$ cat config.mk
export PLATFORM = sky130hd
export DESIGN_NAME = uart_receiver
export DESIGN_NICKNAME = d
export VERILOG_FILES = /design/src/rtl/uart_receiver.sv
export SDC_FILE = /design/constraint.sdc
export NUM_CORES = 1
export LEC_CHECK = 0
export BUFFER_PORTS_ARGS = -buffer_cell sky130_fd_sc_hd__buf_2
export CORE_MARGIN = 2
export CORE_UTILIZATION = 51
export DETAILED_ROUTE_END_ITERATION = 6
export PLACE_DENSITY = 0.72
export SYNTH_ARGS = -nofsm -noshare
export SYNTH_HDL_FRONTEND = slang
export SYNTH_SLANG_ARGS = --single-unit
$ cat constraint.sdc
create_clock -name clk_100MHz -period 5 [get_ports clk_100MHz]
set_clock_uncertainty 0.1 [all_clocks]
set_input_delay 0.5 -clock clk_100MHz [delete_from_list [all_inputs] [get_ports clk_100MHz]]
set_output_delay 0.5 -clock clk_100MHz [all_outputs]
set_load 0.02 [all_outputs]
$ cat src/rtl/uart_receiver.sv
// uart_receiver
//   Serial-to-parallel UART receiver driven by the shared 16x oversampling
//   tick. Each frame is start + DBITS data bits (LSB first) + stop, and is
//   delivered as one word with a one-cycle done pulse. A framing-error pulse
//   accompanies done when the stop bit is sampled low.
//
//   Optional feature macro: UART_RX_PARITY_EN
//     When defined, an even-parity bit follows the data bits. The PARITY
//     state shows as 11 on state_out, and the parity_err port is added. It
//     pulses with rx_done when the parity does not match.
//
// Parameters
//   DBITS       data bits per frame
//   SB_TICK     oversampling ticks spent in the stop bit (16/24/32 = 1/1.5/2)
//
// Ports
//   clk_100MHz  in   system clock
//   reset       in   synchronous active-low reset
//   rx          in   raw asynchronous serial line, idles high
//   sample_tick in   one-cycle strobe at 16x the baud rate
//   data_out    out  last received word, held until the next frame completes
//   rx_done     out  one-cycle pulse per completed frame
//   frame_err   out  one-cycle pulse with rx_done when the stop bit was low
//   parity_err  out  (UART_RX_PARITY_EN only) pulse with rx_done on bad parity
//   state_out   out  FSM debug: 00 IDLE, 01 START, 10 DATA, 11 STOP/PARITY
//
// state  | meaning
// IDLE   | line idle, waiting for rx_s to fall
// START  | counting to mid start bit; a high line there is a glitch
// DATA   | sampling DBITS data bits, one every 16 ticks
// PARITY | sampling the even-parity bit (parity build only)
// STOP   | waiting SB_TICK ticks, then delivering the word

module uart_receiver #(
    parameter int DBITS   = 8,
    parameter int SB_TICK = 16
) (
    input  logic             clk_100MHz,
    input  logic             reset,
    input  logic             rx,
    input  logic             sample_tick,
    output logic [DBITS-1:0] data_out,
    output logic             rx_done,
    output logic             frame_err,
`ifdef UART_RX_PARITY_EN
    output logic             parity_err,
`endif
    output logic [1:0]       state_out
);

    // The tick counter must hold at least 15 for the data bits and
    // SB_TICK-1 for the stop bit.
    localparam int SW = ($clog2(SB_TICK) > 4) ? $clog2(SB_TICK) : 4;
    localparam int NW = (DBITS > 1) ? $clog2(DBITS) : 1;

    localparam logic [SW-1:0] S_MID  = SW'(7);
    localparam logic [SW-1:0] S_BIT  = SW'(15);
    localparam logic [SW-1:0] S_STOP = SW'(SB_TICK - 1);
    localparam logic [NW-1:0] N_LAST = NW'(DBITS - 1);

`ifdef UART_RX_PARITY_EN
    typedef enum logic [2:0] {
        IDLE   = 3'd0,
        START  = 3'd1,
        DATA   = 3'd2,
        STOP   = 3'd3,
        PARITY = 3'd4
    } state_t;
`else
    typedef enum logic [1:0] {
        IDLE  = 2'd0,
        START = 2'd1,
        DATA  = 2'd2,
        STOP  = 2'd3
    } state_t;
`endif

    state_t           state, state_nx;
    logic             rx_meta, rx_s;
    logic [SW-1:0]    s, s_nx;
    logic [NW-1:0]    n, n_nx;
    logic [DBITS-1:0] b, b_nx;
    logic [DBITS-1:0] data_nx;
    logic             done_nx, ferr_nx;
`ifdef UART_RX_PARITY_EN
    logic             perr, perr_nx;
    logic             perr_out_nx;
`endif

    always_ff @(posedge clk_100MHz) begin
        if (!reset) begin
            rx_meta    <= 1'b1;
            rx_s       <= 1'b1;
            state      <= IDLE;
            s          <= '0;
            n          <= '0;
            b          <= '0;
            data_out   <= '0;
            rx_done    <= 1'b0;
            frame_err  <= 1'b0;
`ifdef UART_RX_PARITY_EN
            perr       <= 1'b0;
            parity_err <= 1'b0;
`endif
        end else begin
            rx_meta    <= rx;
            rx_s       <= rx_meta;
            state      <= state_nx;
            s          <= s_nx;
            n          <= n_nx;
            b          <= b_nx;
            data_out   <= data_nx;
            rx_done    <= done_nx;
            frame_err  <= ferr_nx;
`ifdef UART_RX_PARITY_EN
            perr       <= perr_nx;
            parity_err <= perr_out_nx;
`endif
        end
    end

    always_comb begin
        state_nx = state;
        s_nx     = s;
        n_nx     = n;
        b_nx     = b;
        data_nx  = data_out;
        done_nx  = 1'b0;
        ferr_nx  = 1'b0;
`ifdef UART_RX_PARITY_EN
        perr_nx     = perr;
        perr_out_nx = 1'b0;
`endif
        case (state)
            IDLE: begin
                // The falling edge is taken without waiting for a tick, so
                // a coincident tick is not counted.
                if (!rx_s) begin
                    state_nx = START;
                    s_nx     = '0;
                end
            end
            START: begin
                if (sample_tick) begin
                    if (s == S_MID) begin
                        s_nx = '0;
                        if (!rx_s) begin
                            state_nx = DATA;
                            n_nx     = '0;
                        end else begin
                            state_nx = IDLE;
                        end
                    end else begin
                        s_nx = s + 1'b1;
                    end
                end
            end
            DATA: begin
                if (sample_tick) begin
                    if (s == S_BIT) begin
                        s_nx = '0;
                        b_nx = {rx_s, b[DBITS-1:1]};
                        if (n == N_LAST) begin
`ifdef UART_RX_PARITY_EN
                            state_nx = PARITY;
`else
                            state_nx = STOP;
`endif
                        end else begin
                            n_nx = n + 1'b1;
                        end
                    end else begin
                        s_nx = s + 1'b1;
                    end
                end
            end
`ifdef UART_RX_PARITY_EN
            PARITY: begin
                if (sample_tick) begin
                    if (s == S_BIT) begin
                        s_nx     = '0;
                        perr_nx  = ^{b, rx_s};
                        state_nx = STOP;
                    end else begin
                        s_nx = s + 1'b1;
                    end
                end
            end
`endif
            STOP: begin
                if (sample_tick) begin
                    if (s == S_STOP) begin
                        s_nx     = '0;
                        data_nx  = b;
                        done_nx  = 1'b1;
                        ferr_nx  = ~rx_s;
`ifdef UART_RX_PARITY_EN
                        perr_out_nx = perr;
`endif
                        state_nx = IDLE;
                    end else begin
                        s_nx = s + 1'b1;
                    end
                end
            end
            default: state_nx = IDLE;
        endcase
    end

`ifdef UART_RX_PARITY_EN
    always_comb begin
        case (state)
            IDLE:    state_out = 2'b00;
            START:   state_out = 2'b01;
            DATA:    state_out = 2'b10;
            default: state_out = 2'b11;
        endcase
    end
`else
    assign state_out = state;
`endif

endmodule
==> out/qor.yml <==
status:
  status: "complete, no violations"
sta:
  drv_slew: 0
  clock.fmax_mhz: 509
  period_share: 0.393
  rsz0062_at_grt: "no"
  maxSlewHeadroom: 0.555
  fin_crit_ns: 1.97
  setup-tns-final_ns: 0
  hold_viol: 0
  setup_viol: 0
  tightest_slew_ns: 0.663
clock_network:
  cts_sinks: 29
  clk_latency_ns: 0.32
  cts_tree: "built"
  htree_levels: 2
  ctsResizeCount: 0
  hold_buffers: 0
  cts_buffers: 5
  cts-root-buf: "clkbuf_4"
  clk_transition_reported_paths_ns: 0.09
  clock_path_buffers: 2
  postCtsSetupRepairBufs: 0
yosys:
  synth.avg_cell_area_sq_um: 9.91
  synthesis.area_sq_um: 1220
  synth_top_area_cell: "dfxtp_1"
  ys.warnings.count: 0
  synth_nets: 130
  synth.top_cell.area_share: 0.476
  synthArstFlopShare: 0
  synth.top_cells.by_count: "29 x dfxtp_1, 26 x nor2_1, 18 x mux2i_1"
  synth_ff_type: "dfxtp_1"
  synthCells: 123
  yosysSeqAreaShare: 0.476
  synth_seq_cells: 29
  synth_most_common_cell: "dfxtp_1"
  yosysUniqueCellTypes: 33
  synthTopCellsByArea: "dfxtp_1 48%, mux2i_1 15%, nor2_1 8.0%, ha_1 3.1%, and3b_1 2.2%"
  synth-edff-count: 0
run:
  max_cap_viol_count: 0
drt:
  antenna_left: 0
  dr.pass1.iters: 4
  vias: 893
  via_per_inst: 5.35
  finalWirelength_um: 2030
  first_iter_violations: 6
  wl_per_cell_um: 12.1
  drc: 0
pwr:
  seqPwrFrac: 0.620
  p_int_w: 0.000293
  p_switching_w: 0.0000886
  power_density_nw_per_um2: 285
  sw_frac_of_total: 0.232
  p_clk_frac: 0.341
  max-vdd-ir-drop_mv: 0.227
  p_comb_frac: 0.039
  p_leak_nw: 0.623
setup_path:
  worstPathArrival_ns: 2.10
  cp_common_cell: "ha_1"
  path_class: "reg -> reg"
  cp_max_fo: 4
  cpPeakStageDelay_ns: 0.51
  cp_cell_sequence: "ha_1 -> ha_1 -> and4bb_1 -> o21ai_2 -> or4b_1 -> a21oi_1"
  end_kind: "flop"
  crit_path_start_kind: "flop"
  required_ns: 5.14
  slowest_stage: "or4b_1"
grt:
  grt_antenna_before_repair: 0
  grt_usage: 0.181
  grt_busiest_layer: "met2"
  grt_use_met3: 0.0763
  grt_start_max_net_pins: 27
  grt_pass1_wl_um: 3530
  grt_pass1_vias: 811
  grt_overflow: 0
  grt_util_met2: 0.277
  met1_usage: 0.221
placed_design:
  port_buffers: 15
  hpwl_um: 1440
  place_area_sq_um: 1290
  gp_congestion: 0.696
floorplanning:
  die_h_um: 52.9
  dieArea_sq_um: 2800
  fp.coreArea_sq_um: 2230
  start_util: 0.546
  rows: 17
  ios: 16
  fp.dieW_um: 52.9
final_layout:
  area_growth_pct: 9.96
  fillers: 205
  final_area_sq_um: 1340
  fin_nets: 145
  diodes: 0
  drive_gt1_frac: 0.201
min_path:
  hold_path_class: "in -> reg"
==> kinds of logic after synthesis <==
group | synth area share
AOI/OAI and AO/OA | 0.0678
xor gates and xnor gates | 0.00719
adders and majority gates | 0.0308
buffers and inverters | 0.0390
DFF | 0.476
muxes | 0.166
and+or+nand+nor | 0.213
==> cell type report <==
class	instances	area (sq um)	share of cell area
Clock inverter	2	10.0	0.00747
Clock buffer	6	41.3	0.0308
Multi-Input combinational cell	85	591	0.441
Timing Repair Buffer	15	75.1	0.0560
Sequential cell	29	581	0.433
Inverter	2	7.51	0.00560
Tap cell	28	35.0	0.0261
==> stage by stage <==
stage               worst slack, ns  total power (W)  hold WS (ns)  utilization  instances
finish                         3.03         0.000381         0.262        0.600        167
global route                   2.92         0.000401         0.257        0.600        167
CTS                            3.02         0.000385         0.256        0.600        167
detailed placement             3.05         0.000257         0.300        0.577        159
global placement               3.14         0.000256         0.291        0.577        159
floorplan                      3.19         0.000252         0.286            -        123
==> final timing paths <==
check | from | to | slack [ns] | depth (start not counted)
worst max-delay path | n[0] | n[0] | 3.03 | 6
worst min-delay path | rx | rx_meta | 0.26 | 2
worst min register to register | rx_meta | rx_s | 0.32 | 1
worst max register to register | n[0] | n[0] | 3.03 | 6
==> layout by cell type, fill, tap and decap left out, drive strengths merged <==
master / count
nor2: 26
nand2b: 2
buf: 15
a21oi: 3
or2: 1
a311oi: 1
mux2: 2
clkinv: 3
o221a: 1
inv: 1
a31oi: 1
nor3: 3
nand3: 3
a211oi: 1
nor4b: 1
ha: 3
nor2b: 1
or4b: 1
o21ai: 3
and4bb: 1
xor2: 1
and3: 1
nand2: 5
o21a: 1
a22oi: 1
mux2i: 18
dfxtp: 29
and3b: 3
clkbuf: 6
and4: 1
==> sequential cells by signal (all words and copies together) (netlist names), 3 cells and up, named ones only <==
signal,flops
s,4
b,8
data_out,8
n,3
==> per-layer routing <==
layer / vias to the layer above / wire (um)
met1: 421 / 916
met3: 2 / 98
li1: 454 / -
met2: 16 / 995
met5: - / 0
met4: 0 / 17
==> critical path, delay by kind of cell (launching register included) <==
kind | cells | cell delay (ns)
DFF | 1 | 0.33
AOI/OAI and AO/OA | 2 | 0.25
and+or+nand+nor | 2 | 0.80
adders and majority gates | 2 | 0.39
==> power groups by stage <==
stage                     Combinational (W)  Sequential, W  Clock [W]
after floorplan                   0.0000116       0.000241          0
after global placement            0.0000147       0.000242          0
after detailed placement          0.0000150       0.000242          0
after CTS                         0.0000150       0.000236   0.000134
after global routing              0.0000166       0.000237   0.000147
final                             0.0000147       0.000236   0.000130
(Power assumes the default switching activity.)
